`src/rtl/asu_ddr5_pkg.sv`:
```
// Shared types and constants for the DDR5 write strobe generator.
// Holds the FSM encoding, burst-length codes, the CRC polynomial and config decode helpers.
package asu_ddr5_pkg;

  localparam int unsigned CNT_W     = 6;
  localparam logic [7:0]  CRC8_POLY = 8'h07;

  typedef enum logic [2:0] {
    ST_IDLE,
    ST_PREAMBLE,
    ST_BURST,
    ST_CRC,
    ST_POSTAMBLE
  } state_t;

  localparam logic [1:0] BL_16     = 2'b00;
  localparam logic [1:0] BL_8      = 2'b01;
  localparam logic [1:0] BL_32     = 2'b10;
  localparam logic [1:0] BL_16_ALT = 2'b11;

  function automatic logic [CNT_W-1:0] burst_beats(input logic [1:0] bl);
    case (bl)
      BL_8:    return CNT_W'(8);
      BL_32:   return CNT_W'(32);
      default: return CNT_W'(16);
    endcase
  endfunction

  // Preamble lengths outside 2..4 half-cycles-pairs fall back to the shortest one.
  function automatic logic [2:0] norm_pre_cycle(input logic [2:0] pc);
    return (pc >= 3'd2 && pc <= 3'd4) ? pc : 3'd2;
  endfunction

  function automatic logic [CNT_W-1:0] post_bits(input logic [1:0] pc);
    return (pc == 2'b10) ? CNT_W'(3) : CNT_W'(1);
  endfunction

endpackage

```
`src/rtl/asu_ddr5_crc8.sv`:
```
// Combinational CRC-8 step: folds one data byte, MSB first, into the running CRC.
module asu_ddr5_crc8
  import asu_ddr5_pkg::*;
(
  input  logic [7:0] crc,
  input  logic [7:0] data,
  output logic [7:0] crc_next
);

  logic [7:0] c;

  always_comb begin
    c = crc ^ data;
    for (int i = 0; i < 8; i++) begin
      c = c[7] ? ({c[6:0], 1'b0} ^ CRC8_POLY) : {c[6:0], 1'b0};
    end
    crc_next = c;
  end

endmodule

```
`src/rtl/asu_ddr5_write_strobe_gen.sv`:
```
// DDR5 write path: sequences preamble, data burst, optional CRC and postamble onto DQ/DQS.
// All pin outputs are registered, so each pin value trails the state that produced it by one cycle.
module asu_ddr5_write_strobe_gen
  import asu_ddr5_pkg::*;
#(
  parameter int unsigned pDQ_WIDTH = 8
) (
  input  logic                 clk_i,
  input  logic                 rst_i,
  input  logic                 enable_i,
  input  logic                 dfi_wrdata_en_i,
  input  logic [pDQ_WIDTH-1:0] dfi_wrdata_i,
  input  logic [1:0]           burst_length_i,
  input  logic [7:0]           pre_pattern_i,
  input  logic [2:0]           pre_cycle_i,
  input  logic [1:0]           post_cycle_i,
  input  logic                 dram_crc_en_i,
  output logic                 wrdata_rdy_o,
  output logic [pDQ_WIDTH-1:0] dq_o,
  output logic                 dq_oe_o,
  output logic                 dqs_o,
  output logic                 dqs_oe_o,
  output logic                 busy_o
);

  state_t           state;
  logic [CNT_W-1:0] cnt;
  logic [7:0]       pre_pattern_q;
  logic [2:0]       pre_cycle_q;
  logic [1:0]       bl_q;
  logic [1:0]       post_q;
  logic             crc_en_q;
  logic [7:0]       crc_q;
  logic [7:0]       crc_next;

  logic [CNT_W-1:0] pre_len;
  logic [CNT_W-1:0] burst_len;
  logic [CNT_W-1:0] post_len;
  logic [2:0]       pre_idx;

  asu_ddr5_crc8 u_crc8 (
    .crc      (crc_q),
    .data     (8'(dfi_wrdata_i)),
    .crc_next (crc_next)
  );

  assign pre_len      = CNT_W'({pre_cycle_q, 1'b0});
  assign burst_len    = burst_beats(bl_q);
  assign post_len     = post_bits(post_q);
  assign pre_idx      = 3'(pre_len - CNT_W'(1) - cnt);
  assign wrdata_rdy_o = enable_i && (state == ST_BURST);
  assign busy_o       = (state != ST_IDLE);

  // FSM, bit counter, latched config, running CRC and registered pins; all frozen while disabled.
  always_ff @(posedge clk_i or negedge rst_i) begin
    if (!rst_i) begin
      state         <= ST_IDLE;
      cnt           <= '0;
      pre_pattern_q <= '0;
      pre_cycle_q   <= '0;
      bl_q          <= '0;
      post_q        <= '0;
      crc_en_q      <= 1'b0;
      crc_q         <= '0;
      dq_o          <= '0;
      dq_oe_o       <= 1'b0;
      dqs_o         <= 1'b0;
      dqs_oe_o      <= 1'b0;
    end else if (enable_i) begin
      dq_o     <= '0;
      dq_oe_o  <= 1'b0;
      dqs_o    <= 1'b0;
      dqs_oe_o <= 1'b0;
      cnt      <= cnt + CNT_W'(1);
      case (state)
        ST_IDLE: begin
          cnt <= '0;
          if (dfi_wrdata_en_i) begin
            pre_pattern_q <= pre_pattern_i;
            pre_cycle_q   <= norm_pre_cycle(pre_cycle_i);
            bl_q          <= burst_length_i;
            post_q        <= post_cycle_i;
            crc_en_q      <= dram_crc_en_i;
            crc_q         <= '0;
            state         <= ST_PREAMBLE;
          end
        end
        ST_PREAMBLE: begin
          dqs_o    <= pre_pattern_q[pre_idx];
          dqs_oe_o <= 1'b1;
          if (cnt == pre_len - CNT_W'(1)) begin
            cnt   <= '0;
            state <= ST_BURST;
          end
        end
        ST_BURST: begin
          dq_o     <= dfi_wrdata_i;
          dq_oe_o  <= 1'b1;
          dqs_o    <= ~cnt[0];
          dqs_oe_o <= 1'b1;
          crc_q    <= crc_next;
          if (cnt == burst_len - CNT_W'(1)) begin
            cnt   <= '0;
            state <= crc_en_q ? ST_CRC : ST_POSTAMBLE;
          end
        end
        ST_CRC: begin
          dq_o     <= (cnt == '0) ? pDQ_WIDTH'(crc_q) : '1;
          dq_oe_o  <= 1'b1;
          dqs_o    <= ~cnt[0];
          dqs_oe_o <= 1'b1;
          if (cnt == CNT_W'(1)) begin
            cnt   <= '0;
            state <= ST_POSTAMBLE;
          end
        end
        ST_POSTAMBLE: begin
          dqs_oe_o <= 1'b1;
          if (cnt == post_len - CNT_W'(1)) begin
            cnt   <= '0;
            state <= ST_IDLE;
          end
        end
        default: begin
          cnt   <= '0;
          state <= ST_IDLE;
        end
      endcase
    end
  end

endmodule

```
`config.mk`:
```
export PLATFORM = sky130hd
export DESIGN_NAME = asu_ddr5_write_strobe_gen
export DESIGN_NICKNAME = d
export VERILOG_FILES = /design/src/rtl/asu_ddr5_pkg.sv /design/src/rtl/asu_ddr5_crc8.sv /design/src/rtl/asu_ddr5_write_strobe_gen.sv
export SDC_FILE = /design/constraint.sdc
export NUM_CORES = 1
export LEC_CHECK = 0
export ABC_AREA = 1
export CAP_MARGIN = 10
export CORE_ASPECT_RATIO = 1.75
export CORE_MARGIN = 2
export CORE_UTILIZATION = 48
export CTS_CLUSTER_DIAMETER = 30
export DETAILED_ROUTE_END_ITERATION = 10
export PLACE_DENSITY = 0.72
export SYNTH_ARGS = -nofsm -noshare
export SYNTH_HDL_FRONTEND = slang
export SYNTH_SLANG_ARGS = --single-unit
```
`constraint.sdc`:
```
create_clock -name clk_i -period 1.57 [get_ports clk_i]
set_input_delay 0.2355 -clock clk_i [delete_from_list [all_inputs] [get_ports clk_i]]
set_output_delay 0.2355 -clock clk_i [all_outputs]
set_load 0.01 [all_outputs]
```
==> flow_summary.yaml, run 1 <==
critical_path:
  crit_chain: "ha_4 -> nand2_2 -> inv_2 -> nand3_2 -> nor2_2 -> nand3_2 -> a21oi_2 -> buf_4 -> nand4_1 -> nand2_1"
  crit_cells: 10
  startpoint: "cnt[1]"
  end_kind: "flip-flop"
  cp-start-kind: "flip-flop"
  path_max_fanout: 4
  cp_common_cell: "nand3_2"
  rr_worst_depth: 10
  required_ps: 1810
  critPathTopFamily: "simple AND/OR/NAND/NOR gates"
  max_stage_delay_ps: 470
  r2r_start: "cnt[1]"
  r2r_setup_slack_ps: -80
  cp.arrival_ps: 1880
  r2r_end: "state[0]"
  cp_num_buf_inv: 2
  cp_slowest_cell: "dfrtp_2"
  critPathKind: "reg2reg"
grt:
  gr-total-overflow: 0
  grt_max_degree: 27
  grt.met3_usage: 0.03321
  busiest_layer: "met2"
  use_met1: 0.2397
  grt_pass1_vias: 2659
  antenna_found_initial: 0
  grt_use_met2: 0.4590
  grt_pass1_wl_mm: 11.10
  grt.total_usage: 0.2417
sta:
  fmax_ghz: 0.6078
  hold_viol: 0
  post-route-min-period_ps: 1645
  slew_violations: 0
  finalSetupViolCount: 7
  worst_slack_ps: -75.34
  finClkSkew_ps: 4.323
  min_period_over_period: 1.048
  relSlewSlack: 0.7024
  rsz0062_at_grt: "true"
  tightestPinTransition_ps: 446.3
cells_and_area:
  stdcell_area_um2: 3540
  drive_above_1_share: 0.2279
  final_net_count: 463
  diodes: 0
  area_growth_pct: 36.60
  finalNonFillerCells: 485
clock_network:
  cts_tree: "done"
  clock_latency_ps: 300
  cts_root_buf: "clkbuf_8"
  cts.sinks: 44
  clk_path_buf_depth: 2
  path_clk_slew_ps: 80
  htree_num_levels: 2
  numCtsBuffers: 5
yosys:
  dominantRegCellSynth: "dfrtp_1"
  syn_area_um2: 2591
  syn_inst: 348
  ys_seq_area_frac: 0.4249
  synth_edf_count: 0
  avgSynthCellArea_um2: 7.446
  synth_most_common_cell: "nand2_1"
  synth-async-reset-ratio: 1.000
  synth_top_cell_area_share: 0.4249
  synthTopCellsByCount: "nand2_1, dfrtp_1, inv_1, nor2_1, o21ai_0"
  synth-seq-cells: 44
  netlist_top_cells_area: "dfrtp_1, nand2_1, inv_1, o21ai_0, xnor2_1"
  yosysTopAreaCell: "dfrtp_1"
  syn-num-nets: 381
  ys_types: 32
  yosysWarnings: 0
placement:
  gp_congestion: 0.8553
  dp_hpwl_mm: 5.080
  postPlaceCellArea_um2: 3316
  port-buffer-count: 40
  dp_cells: 475
routing:
  drt-pass1-iter-count: 5
  final_antenna_net_count: 0
  vias: 2565
  vias_per_cell: 5.289
  drt_iter0_drc: 78
  route.detailed.drc: 0
  wl_per_cell_um: 13.81
  wl_mm: 6.699
power:
  p_per_area_nw_per_um2: 1749
  leakage_uw: 0.001747
  vdd_ir_drop_max_uv: 876.2
outcome:
  violations: "setup timing"
  status: "finished, violations left"
die:
  ios: 41
  chipWidth_um: 59.54
  rows: 35
  dieArea_um2: 6025
  start_util: 0.4931
  fp.coreArea_um2: 5255
  die_h_um: 101.2
hold_path:
  hold_class: "in2async"
flow_run:
  cap_viol_max_count: 0
worst max path at each step:
stage	to	slack, ps
after CTS	state[0]	-100
after global routing	cnt[1]	-170
after floorplan	cnt[3]	20
after detailed placement	crc_q[1]	-260
after global placement	crc_q[1]	-240
final	state[0]	-80
cells in the final DEF, fill, tap and decap left out, drive strengths merged, types with 2 or more instances in the layout:
| master | count |
|---|---|
| a21oi | 11 |
| and2 | 2 |
| buf | 42 |
| clkbuf | 6 |
| clkdlybuf4s50 | 37 |
| clkinv | 2 |
| dfrtp | 44 |
| ha | 5 |
| inv | 36 |
| nand2 | 134 |
| nand3 | 17 |
| nand4 | 7 |
| nor2 | 27 |
| nor3 | 4 |
| o211ai | 7 |
| o21ai | 26 |
| xnor2 | 10 |
| xor2 | 6 |
kinds of logic (layout without fill, tap and decap cells):
logic type | after synthesis | in the layout | share of synthesized area
xor gates and xnor gates | 16 | 16 | 0.05408
adders and majority gates | 5 | 5 | 0.02414
buffers and inverters | 44 | 126 | 0.07580
AOI/OAI and AO/OA | 47 | 47 | 0.1014
and+or+nand+nor | 192 | 192 | 0.3197
DFF | 44 | 44 | 0.4249
report_power, final:
part / internal, µW / switching (µW)
Combinational: 1630 / 1920
Sequential: 1570 / 371
Clock: 303 / 391
Total: 3510 / 2680
flip-flops by register name, indices dropped and copies added (netlist names):
register,flops
dqs_oe_o,1
cnt,6
dqs_o,1
bl_q,2
crc_en_q,1
crc_q,8
dq_oe_o,1
pre_pattern_q,8
pre_cycle_q,3
state,3
dq_o,8
post_q,2
routing by layer:
metal	part of all wire	routed length [µm]
met2	0.55	3708
met3	0.033	223
met5	0	0
met4	0.045	299
met1	0.37	2467
area by class of cell:
type / instances / area [µm²]
fill: 455 / 1715
tap: 55 / 68.82
inverter: 37 / 138.9
timing repair buffer: 82 / 733.2
clock buffer: 6 / 72.57
multi-input combinational: 260 / 1418
sequential: 44 / 1104
clock inverter: 1 / 5.005
timing repair:
action,4_1_cts,5_1_grt
hold buffers,1,0
pin swaps,7,12
buffers inserted,0,2
hold endpoints to repair,18,0
setup endpoints to repair,13,27
gates resized for setup,19,18
metrics by stage:
step	setup TNS, ps	hold WS (ps)	setup slack, ps	util	total power [µW]
detailed placement	-3397	216.4	-261.5	0.6310	5190
CTS	-524.9	424.4	-98.72	0.6574	6031
finish	-434.4	407.7	-75.34	0.6736	6189
global placement	-2418	196.6	-236.1	0.6310	5084
global route	-1454	464.4	-169.3	0.6736	6713
floorplan	0	-60.09	19.19	-	3871
worst reg2reg max path, stage by stage (launching register included):
cell	delay, ps
dfrtp_2	470
ha_4	280
nand2_2	50
inv_2	50
nand3_2	70
nor2_2	110
nand3_2	100
a21oi_2	180
buf_4	140
nand4_1	60
nand2_1	80
Note: power is estimated with default switching activity, not from simulation.
==> inputs of run 2 (changes only) <==
--- a/config.mk
+++ b/config.mk
@@ -6,6 +6,7 @@
 export NUM_CORES = 1
 export LEC_CHECK = 0
 export ABC_AREA = 1
+export ABC_CLOCK_PERIOD_IN_PS = 1570
 export CAP_MARGIN = 10
 export CORE_ASPECT_RATIO = 1.75
 export CORE_MARGIN = 2
==> results of run 2 <==
Same layout as run 1: the final DEF is identical, and so are final timing and power.
==> inputs of run 3 (changes only) <==
--- a/config.mk
+++ b/config.mk
@@ -7,13 +7,13 @@
 export LEC_CHECK = 0
 export ABC_AREA = 1
 export ABC_CLOCK_PERIOD_IN_PS = 1570
-export CAP_MARGIN = 10
 export CORE_ASPECT_RATIO = 1.75
 export CORE_MARGIN = 2
 export CORE_UTILIZATION = 48
 export CTS_CLUSTER_DIAMETER = 30
 export DETAILED_ROUTE_END_ITERATION = 10
 export PLACE_DENSITY = 0.72
+export SKIP_CTS_REPAIR_TIMING = 1
 export SYNTH_ARGS = -nofsm -noshare
 export SYNTH_HDL_FRONTEND = slang
 export SYNTH_SLANG_ARGS = --single-unit
==> run 3 against run 2 <==
The run still ends with setup timing left. Setup slack improved by 22 ps. Core utilization up 0.40 points. Critical path depth increased by 1. Register-to-register slack better by 20 ps. Via count fell by 0.58%. Non-clock buffer count rose by 3. Critical path type unchanged.
==> flow_summary.yaml, run 3 (same netlist as run 1, synthesis figures left out) <==
placement:
  dp_cells: 475
  dp_hpwl_mm: 5.080
  gp_congestion: 0.8553
  port-buffer-count: 40
critical_path:
  crit_chain: "inv_2 -> ha_4 -> inv_2 -> nand2_2 -> nand3_2 -> nor2_2 -> nand3_2 -> a21oi_2 -> buf_4 -> nand4_1 -> nand2_1"
  rr_worst_depth: 11
  r2r_end: "state[0]"
  r2r_start: "pre_cycle_q[0]"
  path_max_fanout: 3
  cp-start-kind: "flip-flop"
  cp.arrival_ps: 1860
  cp_num_buf_inv: 3
  required_ps: 1810
  cp_slowest_cell: "dfrtp_1"
  critPathKind: "reg2reg"
  max_stage_delay_ps: 410
  critPathTopFamily: "simple AND/OR/NAND/NOR gates"
  r2r_setup_slack_ps: -50
  end_kind: "flip-flop"
clock_network:
  clk_path_buf_depth: 2
  cts_tree: "done"
  clock_latency_ps: 300
  htree_num_levels: 2
  cts.sinks: 44
  path_clk_slew_ps: 80
  numCtsBuffers: 5
  cts_root_buf: "clkbuf_8"
sta:
  tightestPinTransition_ps: 450.1
  hold_viol: 0
  final.setup.tns_ps: -300.8
  finalSetupViolCount: 8
  slew_violations: 0
  post-route-min-period_ps: 1623
  min_period_over_period: 1.034
  worst_slack_ps: -53.29
  relSlewSlack: 0.6999
  rsz0062_at_grt: "true"
  finClkSkew_ps: 4.071
  fmax_ghz: 0.6160
  hold_ws_ps: 408.7
hold_path:
  hold_class: "in2async"
outcome:
  violations: "setup timing"
  status: "finished, violations left"
die:
  rows: 35
  fp.coreArea_um2: 5255
  die_h_um: 101.2
  ios: 41
  chipWidth_um: 59.54
  start_util: 0.4931
  dieArea_um2: 6025
grt:
  gr-total-overflow: 0
  grt_use_met2: 0.4505
  busiest_layer: "met2"
  grt_max_degree: 27
  grt.total_usage: 0.2400
  use_met1: 0.2410
  grt.met3_usage: 0.03448
  grt_pass1_vias: 2636
  antenna_found_initial: 0
  grt_pass1_wl_mm: 11.05
routing:
  route.detailed.drc: 0
  wl_mm: 6.818
  vias: 2550
  drt_iter0_drc: 70
  wl_per_cell_um: 13.97
  final_antenna_net_count: 0
  vias_per_cell: 5.225
  drt-pass1-iter-count: 4
cells_and_area:
  final_common_cell: "nand2_1"
  area_growth_pct: 37.42
  finalNonFillerCells: 488
  mostFrequentLayoutCells: "nand2_1, dfrtp_1, buf_4"
  final_net_count: 466
  drive_above_1_share: 0.2333
  final_core_util: 0.6776
  diodes: 0
  reg.largest.list: "crc_q: 8 flops, dq_o: 8 flops, pre_pattern_q: 8 flops"
flow_run:
  cap_viol_max_count: 0
power:
  leakage_uw: 0.001779
  vdd_ir_drop_max_uv: 868.4
  p_per_area_nw_per_um2: 1745
  p_total_uw: 6213
-- run 3: how the worst max path moves through the flow --
stage / from / end / cells after the start
finish: pre_cycle_q[0] / state[0] / 11
global route: cnt[1] / state[2] / 10
CTS: state[2] / wrdata_rdy_o / 6
floorplan: pre_cycle_q[0] / cnt[3] / 10
global placement: dfi_wrdata_i[7] / crc_q[1] / 11
detailed placement: dfi_wrdata_i[7] / crc_q[1] / 11
-- run 3: final cells by class --
class | instances | area (µm²)
repair buffers | 85 | 770.7
multi-input cells | 260 | 1401
inverters | 37 | 138.9
clock inverters | 1 | 5.005
flip-flops and latches | 44 | 1104
well taps | 55 | 68.82
clock buffers | 6 | 72.57
fillers | 445 | 1694
-- run 3: metal layers --
layer / routed length (µm) / share of wire / vias up
li1: - / - / 1272
met4: 317 / 0.046 / 0
met5: 0 / 0 / -
met2: 3700 / 0.54 / 48
met1: 2623 / 0.38 / 1208
met3: 176 / 0.026 / 22
-- run 3: worst reg2reg max path, stage by stage, from the launching register on --
cell	delay (ps)
dfrtp_1	410
inv_2	70
ha_4	270
inv_2	30
nand2_2	60
nand3_2	60
nor2_2	90
nand3_2	100
a21oi_2	190
buf_4	140
nand4_1	60
nand2_1	80
-- run 3: per-stage QoR --
step                      instance area [µm²]  worst slack (ps)
after floorplan                          2604             19.19
after global placement                   3316            -236.1
after detailed placement                 3316            -261.5
after CTS                                3393            -298.1
after global routing                     3561            -163.4
final                                    3561            -53.29
-- run 3: power by group --
part | total, µW | internal (µW) | switching, µW
Sequential | 1940 | 1570 | 364
Combinational | 3590 | 1670 | 1920
Clock | 688 | 303 | 385
